[src/rtl/fifo_ctrl_if.sv]
// Push/pop and memory-control bundle between fifo_ctrl (slave) and the
// surrounding logic that drives pushes/pops and owns the storage array (master).
interface fifo_ctrl_if #(
  parameter int DATA_WIDTH = 6,
  parameter int ADDR_WIDTH = 8
) ();
  logic                  iPush;
  logic [DATA_WIDTH-1:0] iPushData;
  logic                  iPop;
  logic [DATA_WIDTH-1:0] oPopData;
  logic                  oPopValid;
  logic                  oFull;
  logic                  oEmpty;
  logic                  oAlmostFull;
  logic                  oAlmostEmpty;
  logic [ADDR_WIDTH:0]   oCount;
  logic                  oError;
  logic                  oMemWriteEnable;
  logic [ADDR_WIDTH-1:0] oMemWriteAddress;
  logic [DATA_WIDTH-1:0] oMemWriteData;
  logic [ADDR_WIDTH-1:0] oMemReadAddress;
  logic [DATA_WIDTH-1:0] iMemReadData;

  modport slave (
    input  iPush, iPushData, iPop, iMemReadData,
    output oPopData, oPopValid, oFull, oEmpty, oAlmostFull, oAlmostEmpty,
           oCount, oError, oMemWriteEnable, oMemWriteAddress, oMemWriteData,
           oMemReadAddress
  );

  modport master (
    output iPush, iPushData, iPop, iMemReadData,
    input  oPopData, oPopValid, oFull, oEmpty, oAlmostFull, oAlmostEmpty,
           oCount, oError, oMemWriteEnable, oMemWriteAddress, oMemWriteData,
           oMemReadAddress
  );
endinterface

[src/rtl/fifo_ctrl.sv]
// FIFO controller for an external registered-read dual-port memory: pointers, count, flags.
// Optional sticky overflow/underflow flag built only when FIFO_CTRL_ERR_EN is defined.
module fifo_ctrl #(
  parameter int DATA_WIDTH   = 6,
  parameter int ADDR_WIDTH   = 8,
  parameter int DEPTH        = 8,
  parameter int ALMOST_FULL  = 6,
  parameter int ALMOST_EMPTY = 1
) (
  input  logic        Clock,
  input  logic        iReset_L,
  fifo_ctrl_if.slave  bus
);

  localparam int                    CNT_W    = ADDR_WIDTH + 1;
  localparam logic [ADDR_WIDTH-1:0] PTR_LAST = ADDR_WIDTH'(DEPTH - 1);
  localparam logic [CNT_W-1:0]      CNT_FULL = CNT_W'(DEPTH);
  localparam logic [CNT_W-1:0]      CNT_AF   = CNT_W'(ALMOST_FULL);
  localparam logic [CNT_W-1:0]      CNT_AE   = CNT_W'(ALMOST_EMPTY);

  logic [ADDR_WIDTH-1:0] wr_ptr_q, wr_ptr_d;
  logic [ADDR_WIDTH-1:0] rd_ptr_q, rd_ptr_d;
  logic [CNT_W-1:0]      count_q, count_d;
  logic                  full_q, full_d;
  logic                  empty_q, empty_d;
  logic                  afull_q, afull_d;
  logic                  aempty_q, aempty_d;
  logic                  pop_valid_q, pop_valid_d;
  logic                  push_acc, pop_acc;

  function automatic logic [ADDR_WIDTH-1:0] ptr_inc(input logic [ADDR_WIDTH-1:0] p);
    return (p == PTR_LAST) ? '0 : p + ADDR_WIDTH'(1);
  endfunction

  always_comb begin
    // NOTE: every variable gets a value on every path through this block,
    // otherwise synthesis infers a latch to hold the missing case.
    push_acc    = bus.iPush && (!full_q || bus.iPop);
    pop_acc     = bus.iPop && !empty_q;
    wr_ptr_d    = push_acc ? ptr_inc(wr_ptr_q) : wr_ptr_q;
    rd_ptr_d    = pop_acc  ? ptr_inc(rd_ptr_q) : rd_ptr_q;
    count_d     = count_q;
    if (push_acc && !pop_acc)      count_d = count_q + CNT_W'(1);
    else if (!push_acc && pop_acc) count_d = count_q - CNT_W'(1);
    full_d      = (count_d == CNT_FULL);
    empty_d     = (count_d == '0);
    afull_d     = (count_d >= CNT_AF);
    aempty_d    = (count_d <= CNT_AE);
    pop_valid_d = pop_acc;
  end

  always_ff @(posedge Clock) begin
    // NOTE: state uses non-blocking assignments so every register samples
    // pre-edge values regardless of statement order.
    if (!iReset_L) begin
      wr_ptr_q    <= '0;
      rd_ptr_q    <= '0;
      count_q     <= '0;
      full_q      <= 1'b0;
      empty_q     <= 1'b1;
      afull_q     <= 1'b0;
      aempty_q    <= 1'b1;
      pop_valid_q <= 1'b0;
    end else begin
      wr_ptr_q    <= wr_ptr_d;
      rd_ptr_q    <= rd_ptr_d;
      count_q     <= count_d;
      full_q      <= full_d;
      empty_q     <= empty_d;
      afull_q     <= afull_d;
      aempty_q    <= aempty_d;
      pop_valid_q <= pop_valid_d;
    end
  end

`ifdef FIFO_CTRL_ERR_EN
  logic err_q, err_d;

  // Sticky: a dropped push (full, no pop) or an ignored pop (empty) latches until reset.
  always_comb begin
    err_d = err_q | (bus.iPush && full_q && !bus.iPop) | (bus.iPop && empty_q);
  end

  always_ff @(posedge Clock) begin
    if (!iReset_L) err_q <= 1'b0;
    else           err_q <= err_d;
  end

  assign bus.oError = err_q;
`else
  assign bus.oError = 1'b0;
`endif

  // Write enable is held low combinationally while reset is asserted.
  assign bus.oMemWriteEnable  = push_acc && iReset_L;
  assign bus.oMemWriteAddress = wr_ptr_q;
  assign bus.oMemWriteData    = bus.iPushData;
  assign bus.oMemReadAddress  = rd_ptr_q;
  assign bus.oPopData         = bus.iMemReadData;
  assign bus.oPopValid        = pop_valid_q;
  assign bus.oFull            = full_q;
  assign bus.oEmpty           = empty_q;
  assign bus.oAlmostFull      = afull_q;
  assign bus.oAlmostEmpty     = aempty_q;
  assign bus.oCount           = count_q;

endmodule

[src/flat_wrapper.sv]
// flat-port wrapper written by rule: the top's interface ports become plain ports
module fifo_ctrl_flat 
#(
  parameter int DATA_WIDTH   = 6,
  parameter int ADDR_WIDTH   = 8,
  parameter int DEPTH        = 8,
  parameter int ALMOST_FULL  = 6,
  parameter int ALMOST_EMPTY = 1
)
  (Clock, iReset_L, bus_iPush, bus_iPushData, bus_iPop, bus_iMemReadData, bus_oPopData, bus_oPopValid, bus_oFull, bus_oEmpty, bus_oAlmostFull, bus_oAlmostEmpty, bus_oCount, bus_oError, bus_oMemWriteEnable, bus_oMemWriteAddress, bus_oMemWriteData, bus_oMemReadAddress);
  fifo_ctrl_if #(.DATA_WIDTH(DATA_WIDTH), .ADDR_WIDTH(ADDR_WIDTH)) bus_i ();
  input  logic Clock;
  input  logic iReset_L;
  input wire logic [$bits(bus_i.iPush)-1:0] bus_iPush;
  input wire logic [$bits(bus_i.iPushData)-1:0] bus_iPushData;
  input wire logic [$bits(bus_i.iPop)-1:0] bus_iPop;
  input wire logic [$bits(bus_i.iMemReadData)-1:0] bus_iMemReadData;
  output wire logic [$bits(bus_i.oPopData)-1:0] bus_oPopData;
  output wire logic [$bits(bus_i.oPopValid)-1:0] bus_oPopValid;
  output wire logic [$bits(bus_i.oFull)-1:0] bus_oFull;
  output wire logic [$bits(bus_i.oEmpty)-1:0] bus_oEmpty;
  output wire logic [$bits(bus_i.oAlmostFull)-1:0] bus_oAlmostFull;
  output wire logic [$bits(bus_i.oAlmostEmpty)-1:0] bus_oAlmostEmpty;
  output wire logic [$bits(bus_i.oCount)-1:0] bus_oCount;
  output wire logic [$bits(bus_i.oError)-1:0] bus_oError;
  output wire logic [$bits(bus_i.oMemWriteEnable)-1:0] bus_oMemWriteEnable;
  output wire logic [$bits(bus_i.oMemWriteAddress)-1:0] bus_oMemWriteAddress;
  output wire logic [$bits(bus_i.oMemWriteData)-1:0] bus_oMemWriteData;
  output wire logic [$bits(bus_i.oMemReadAddress)-1:0] bus_oMemReadAddress;
  assign bus_i.iPush = bus_iPush;
  assign bus_i.iPushData = bus_iPushData;
  assign bus_i.iPop = bus_iPop;
  assign bus_i.iMemReadData = bus_iMemReadData;
  assign bus_oPopData = bus_i.oPopData;
  assign bus_oPopValid = bus_i.oPopValid;
  assign bus_oFull = bus_i.oFull;
  assign bus_oEmpty = bus_i.oEmpty;
  assign bus_oAlmostFull = bus_i.oAlmostFull;
  assign bus_oAlmostEmpty = bus_i.oAlmostEmpty;
  assign bus_oCount = bus_i.oCount;
  assign bus_oError = bus_i.oError;
  assign bus_oMemWriteEnable = bus_i.oMemWriteEnable;
  assign bus_oMemWriteAddress = bus_i.oMemWriteAddress;
  assign bus_oMemWriteData = bus_i.oMemWriteData;
  assign bus_oMemReadAddress = bus_i.oMemReadAddress;
  fifo_ctrl #(.DATA_WIDTH(DATA_WIDTH), .ADDR_WIDTH(ADDR_WIDTH), .DEPTH(DEPTH), .ALMOST_FULL(ALMOST_FULL), .ALMOST_EMPTY(ALMOST_EMPTY)) u_core (.Clock(Clock), .iReset_L(iReset_L), .bus(bus_i));
endmodule
[config.mk]
export PLATFORM = sky130hd
export DESIGN_NAME = fifo_ctrl_flat
export DESIGN_NICKNAME = d
export VERILOG_FILES = /design/src/rtl/fifo_ctrl_if.sv /design/src/rtl/fifo_ctrl.sv /design/src/flat_wrapper.sv
export SDC_FILE = /design/constraint.sdc
export NUM_CORES = 1
export LEC_CHECK = 0
export BUFFER_PORTS_ARGS = -buffer_cell sky130_fd_sc_hd__buf_2
export CORE_UTILIZATION = 43
export DETAILED_ROUTE_END_ITERATION = 8
export GPL_TIMING_DRIVEN = 0
export PLACE_DENSITY = 0.74
export SETUP_SLACK_MARGIN = 0.4
export SLEW_MARGIN = 20
export SYNTH_ARGS = -nofsm -noshare
export SYNTH_HDL_FRONTEND = slang
export SYNTH_SLANG_ARGS = --single-unit
[constraint.sdc]
create_clock -name Clock -period 2 [get_ports Clock]
set_input_delay 0.2 -clock Clock [delete_from_list [all_inputs] [get_ports Clock]]
set_output_delay 0.2 -clock Clock [all_outputs]
set_load 0.01 [all_outputs]
# Yosys cells after proc, flatten, opt, wreduce, memory -nomap -nowiden
# Cells that the tools add are included.
# word_totals
in_bits	16
register_bits	30
wordCells	32
output_inout_bits	44
# classes
mux	4
add_sub_neg	4
eq_ne	3
n_reduce_logical	11
order_cmp	2
# op_table
cell	n
two-way mux 9 bit	2
adder 8 x 1 -> 8 bit, second input constant	2
== test 8 x 3 -> 1 bit, second input constant	2
two-way mux 8 bit	2
adder 9 x 1 -> 9 bit, second input constant	1
== test 9 x 4 -> 1 bit, second input constant	1
greater-or-equal comparator 9 x 3 -> 1 bit, second input constant	1
<= comparator 9 x 1 -> 1 bit, second input constant	1
logical NOT 9 bit	1
subtractor 9 x 1 -> 9 bit, second input constant	1
logical AND 1 bit	5
logical NOT 1 bit	4
logical OR 1 bit	1

# Depth between registers and ports, before layout
# depth
depth_word	8
depth_mapped	8
ltp_nobuf	8

# Worst setup path after synthesis
# OpenSTA, ideal clock, no wires.
# synth_timing
path_kind	register to register
startpoint	reg u_core.count_q[0], in the netlist u_core.bus.oCount[0]
endpoint	reg u_core.afull_q, in the netlist u_core.bus.oAlmostFull
required_ps	1875
path_slack_ps	9
stages_incl_launch_ff	8
n_path_buf	0
arrival_time_ps	1866
setup_ps	125
period_less_slack_ps	1991
cell_sequence	dfxtp_1 > inv_1 > ha_1 > and4b_1 > a31oi_1 > xor2_1 > o311ai_2 > o41a_1
# synth_via
elab_chain_len	4
elab_cells_between_ends	5
classes_between	add/sub: 2; order compare: 1; mux: 2
# synth_lines
item	line_no	text
from (decl)	fifo_ctrl.sv:23	logic [CNT_W-1:0] count_q, count_d;
from (signal assigned)	fifo_ctrl.sv:67	count_q <= count_d;
subtractor 9 x 1 -> 9 bit	fifo_ctrl.sv:44	else if (!push_acc && pop_acc) count_d = count_q - CNT_W'(1);
two-way mux 9 bit	fifo_ctrl.sv:44	
two-way mux 9 bit (*)	fifo_ctrl.sv:43	if (push_acc && !pop_acc) count_d = count_q + CNT_W'(1);
greater-or-equal comparator 9 x 3 -> 1 bit (*)	fifo_ctrl.sv:47	afull_d = (count_d >= CNT_AF);
to (signal assigned)	fifo_ctrl.sv:70	afull_q <= afull_d;
to (decl)	fifo_ctrl.sv:26	logic afull_q, afull_d;
# Every way passes the cells marked *; elsewhere a longest branch is shown, timed or not.
# A chain may end at the register's enable or synchronous reset.

# Worst setup path after layout
# Same ends and word-level chain as after synthesis.

==> run metrics <==
H-Tree Depth=2; leakage=1.01 nW; commonest non-fill, non-tap cell in the layout=buf_2; Initial DRT Pass Iterations=4; DP HPWL=2460 um; Synth Area in XOR/XNOR=11.7%; Critical Path Slowest Stage Cell=dfxtp_4; gpl congestion=0.756; Num Clock Sinks=30; clk_skew=3.36 ps; WP data arrival=2090 ps; setup TNS=0 ps; Yosys warnings=0; largest net degree at the start of global routing=11; count of endpoints failing setup in the final report=0; predominant post-synthesis flop cell=dfxtp_1; Synth Area in Adders=3.04%; Storage cell area=611 um2; unrepaired setup endpoints after global routing=true; first-pass GRT wire length=5920 um; Hold Startpoint=iReset_L; fin util=61.4%; Post-synth EDFFs=0; initial antenna violation count=0; outcome=finished, final reports clean; maxcap violations=0; DRC violation count after routing=0; FFs w/ async S/R, synth=0%; slowest stage delay, CP=370 ps; final worst-path setup slack=73.4 ps; remaining antenna violation count=0; Worst Path Buf+Inv=1; Initial Utilization=44.9%; wire per inst=12.2 um; final hold viol count=0; Hold Buf Count CTS=0; VDD IR max=382 uV; Netlist cell types=46; Root Buffer=clkbuf_8; Ports=60; vias in the first global route=1350; Top delay family on crit path=compound AO/OA/AOI/OAI gates; critical path required time=2160 ps; DIE WIDTH=63.8 um; Site Rows=22; TritonCTS clock tree=built; layout cell share with drive strength beyond 1=43.2%; # fillers=334; Synth Register Bits=30; die area=4070 um2; GRT Total Usage=18.9%; worst skew pair latency=280 ps; routed via count=1517; area occupied by multi-input gates=991 um2; post-synthesis cell count=186; Synth Cell Area=1640 um2; syn nets=206; number of I/O port buffers=44; global-route met3 utilization=4.82%; Setup crit start=u_core.bus.oCount[0]; total core area=3660 um2; mux contribution to synthesized area=1.22%; CP cell instances=inv_2 > ha_4 > and4b_1 > a31oi_1 > xor2_1 > o311ai_4 > o41a_1; Fmax=0.519 GHz; simple-gate area share of the yosys netlist=24.5%; Pwr Density=787 nW/um2; drt total wl=3640 um; Mean Syn Cell Area=8.84 um2; Vias/cell=5.09; Min Clock Period, post-route=1930 ps; fin crit share=96.3%; Die Height=63.8 um; Clock transition at path regs=60 ps; clock buffer depth=2; CP max FO=5; CP Class=reg2reg; Most Crowded Layer GR=met2; Crit. End Element=flop; Max Slew Vio Count=0; synth-to-layout area growth=36.7%; Setup crit start kind=flop; nets@finish=269; Num CTS Buffers=5; dpl ws=21.4 ps; met1 usage=23.4%; initial detailed-routing violation count=94; largest family of logic cells by synthesized area=simple AND/OR/NAND/NOR gates; worst reg2reg path startpoint=u_core.bus.oCount[0]; commonest cells after routing, fill and taps aside=buf_2 (45), dfxtp_1 (26), nor2_1 (24); sequential cell area fraction in the yosys report=36.5%; Ant. Diodes=0; GRT overflow=0; met2 usage=29.5%; Synth Area in Compound Gates=12.9%; Hold WC Path Type=in2reg
## logic make-up after synthesis
kind of cell | count (synthesis)
and+or+nand+nor | 75
DFF | 30
AOI/OAI and AO/OA | 27
buffers and inverters | 25
xor gates and xnor gates | 22
adders and majority gates | 4
muxes | 2
other | 1
## state kept, by name (all words and copies together) (netlist names)
register	flops
u_core.bus.oEmpty	1
u_core.bus.oCount	9
u_core.bus.oAlmostEmpty	1
u_core.bus.oFull	1
u_core.bus.oMemReadAddress	8
u_core.bus.oPopValid	1
u_core.bus.oAlmostFull	1
u_core.bus.oMemWriteAddress	8
## report_power, final
group	switching, mW	internal [mW]
registers	0.0541	0.654
logic	0.287	0.287
clock network	0.209	0.277
## metrics by stage
stage	cells	total power [mW]	hold WS, ps	cell area (um2)
floorplan	186	1.02	404	1660
global placement	278	1.14	490	1940
detailed placement	278	1.14	516	1940
CTS	296	1.73	262	2170
global route	298	1.87	321	2250
finish	298	1.77	299	2250
## cell type report
cell class | instances | share of cell area, %
timing repair buffer | 56 | 14.5
inverter | 6 | 1.11
buffer | 19 | 6.40
clock buffer | 7 | 3.84
multi-input combinational | 131 | 44.1
tap | 48 | 2.67
clock inverter | 1 | 0.223
sequential | 30 | 27.2
## Yosys cell counts, types with 3 or more instances
library cell  count  share of area [%]
a21oi_1           5                1.5
and2_1            3                1.1
buf_4            14                6.4
dfxtp_1          30                 37
ha_1              4                3.0
inv_1             6                1.4
nand2_1          10                2.3
nand3_1           7                2.1
nand4_1           6                2.3
nor2_1           26                5.9
nor3_1            6                1.8
o21ai_0           4                1.2
xnor2_1           9                4.8
xor2_1           13                6.9
## worst paths after layout
check             depth (start not counted)  slack (ps)                             end
hold reg to reg                           2         530  u_core.bus.oMemWriteAddress[5]
setup / recovery                          7          70          u_core.bus.oAlmostFull
hold / removal                            2         300         u_core.bus.oAlmostEmpty
setup reg to reg                          7          70          u_core.bus.oAlmostFull
## timing repair
item,in CTS,in global routing
resized for setup,10,13
endpoints found under the setup margin,9,19
setup buffers,10,2
pin swaps,1,2
## routing by layer
metal  share of wire [%]  vias up
li1                    -      761
met2                  48       50
met1                  45      700
met4                 2.0        0
met3                 5.8        6
met5                   0        -
(Power assumes the default switching activity.)
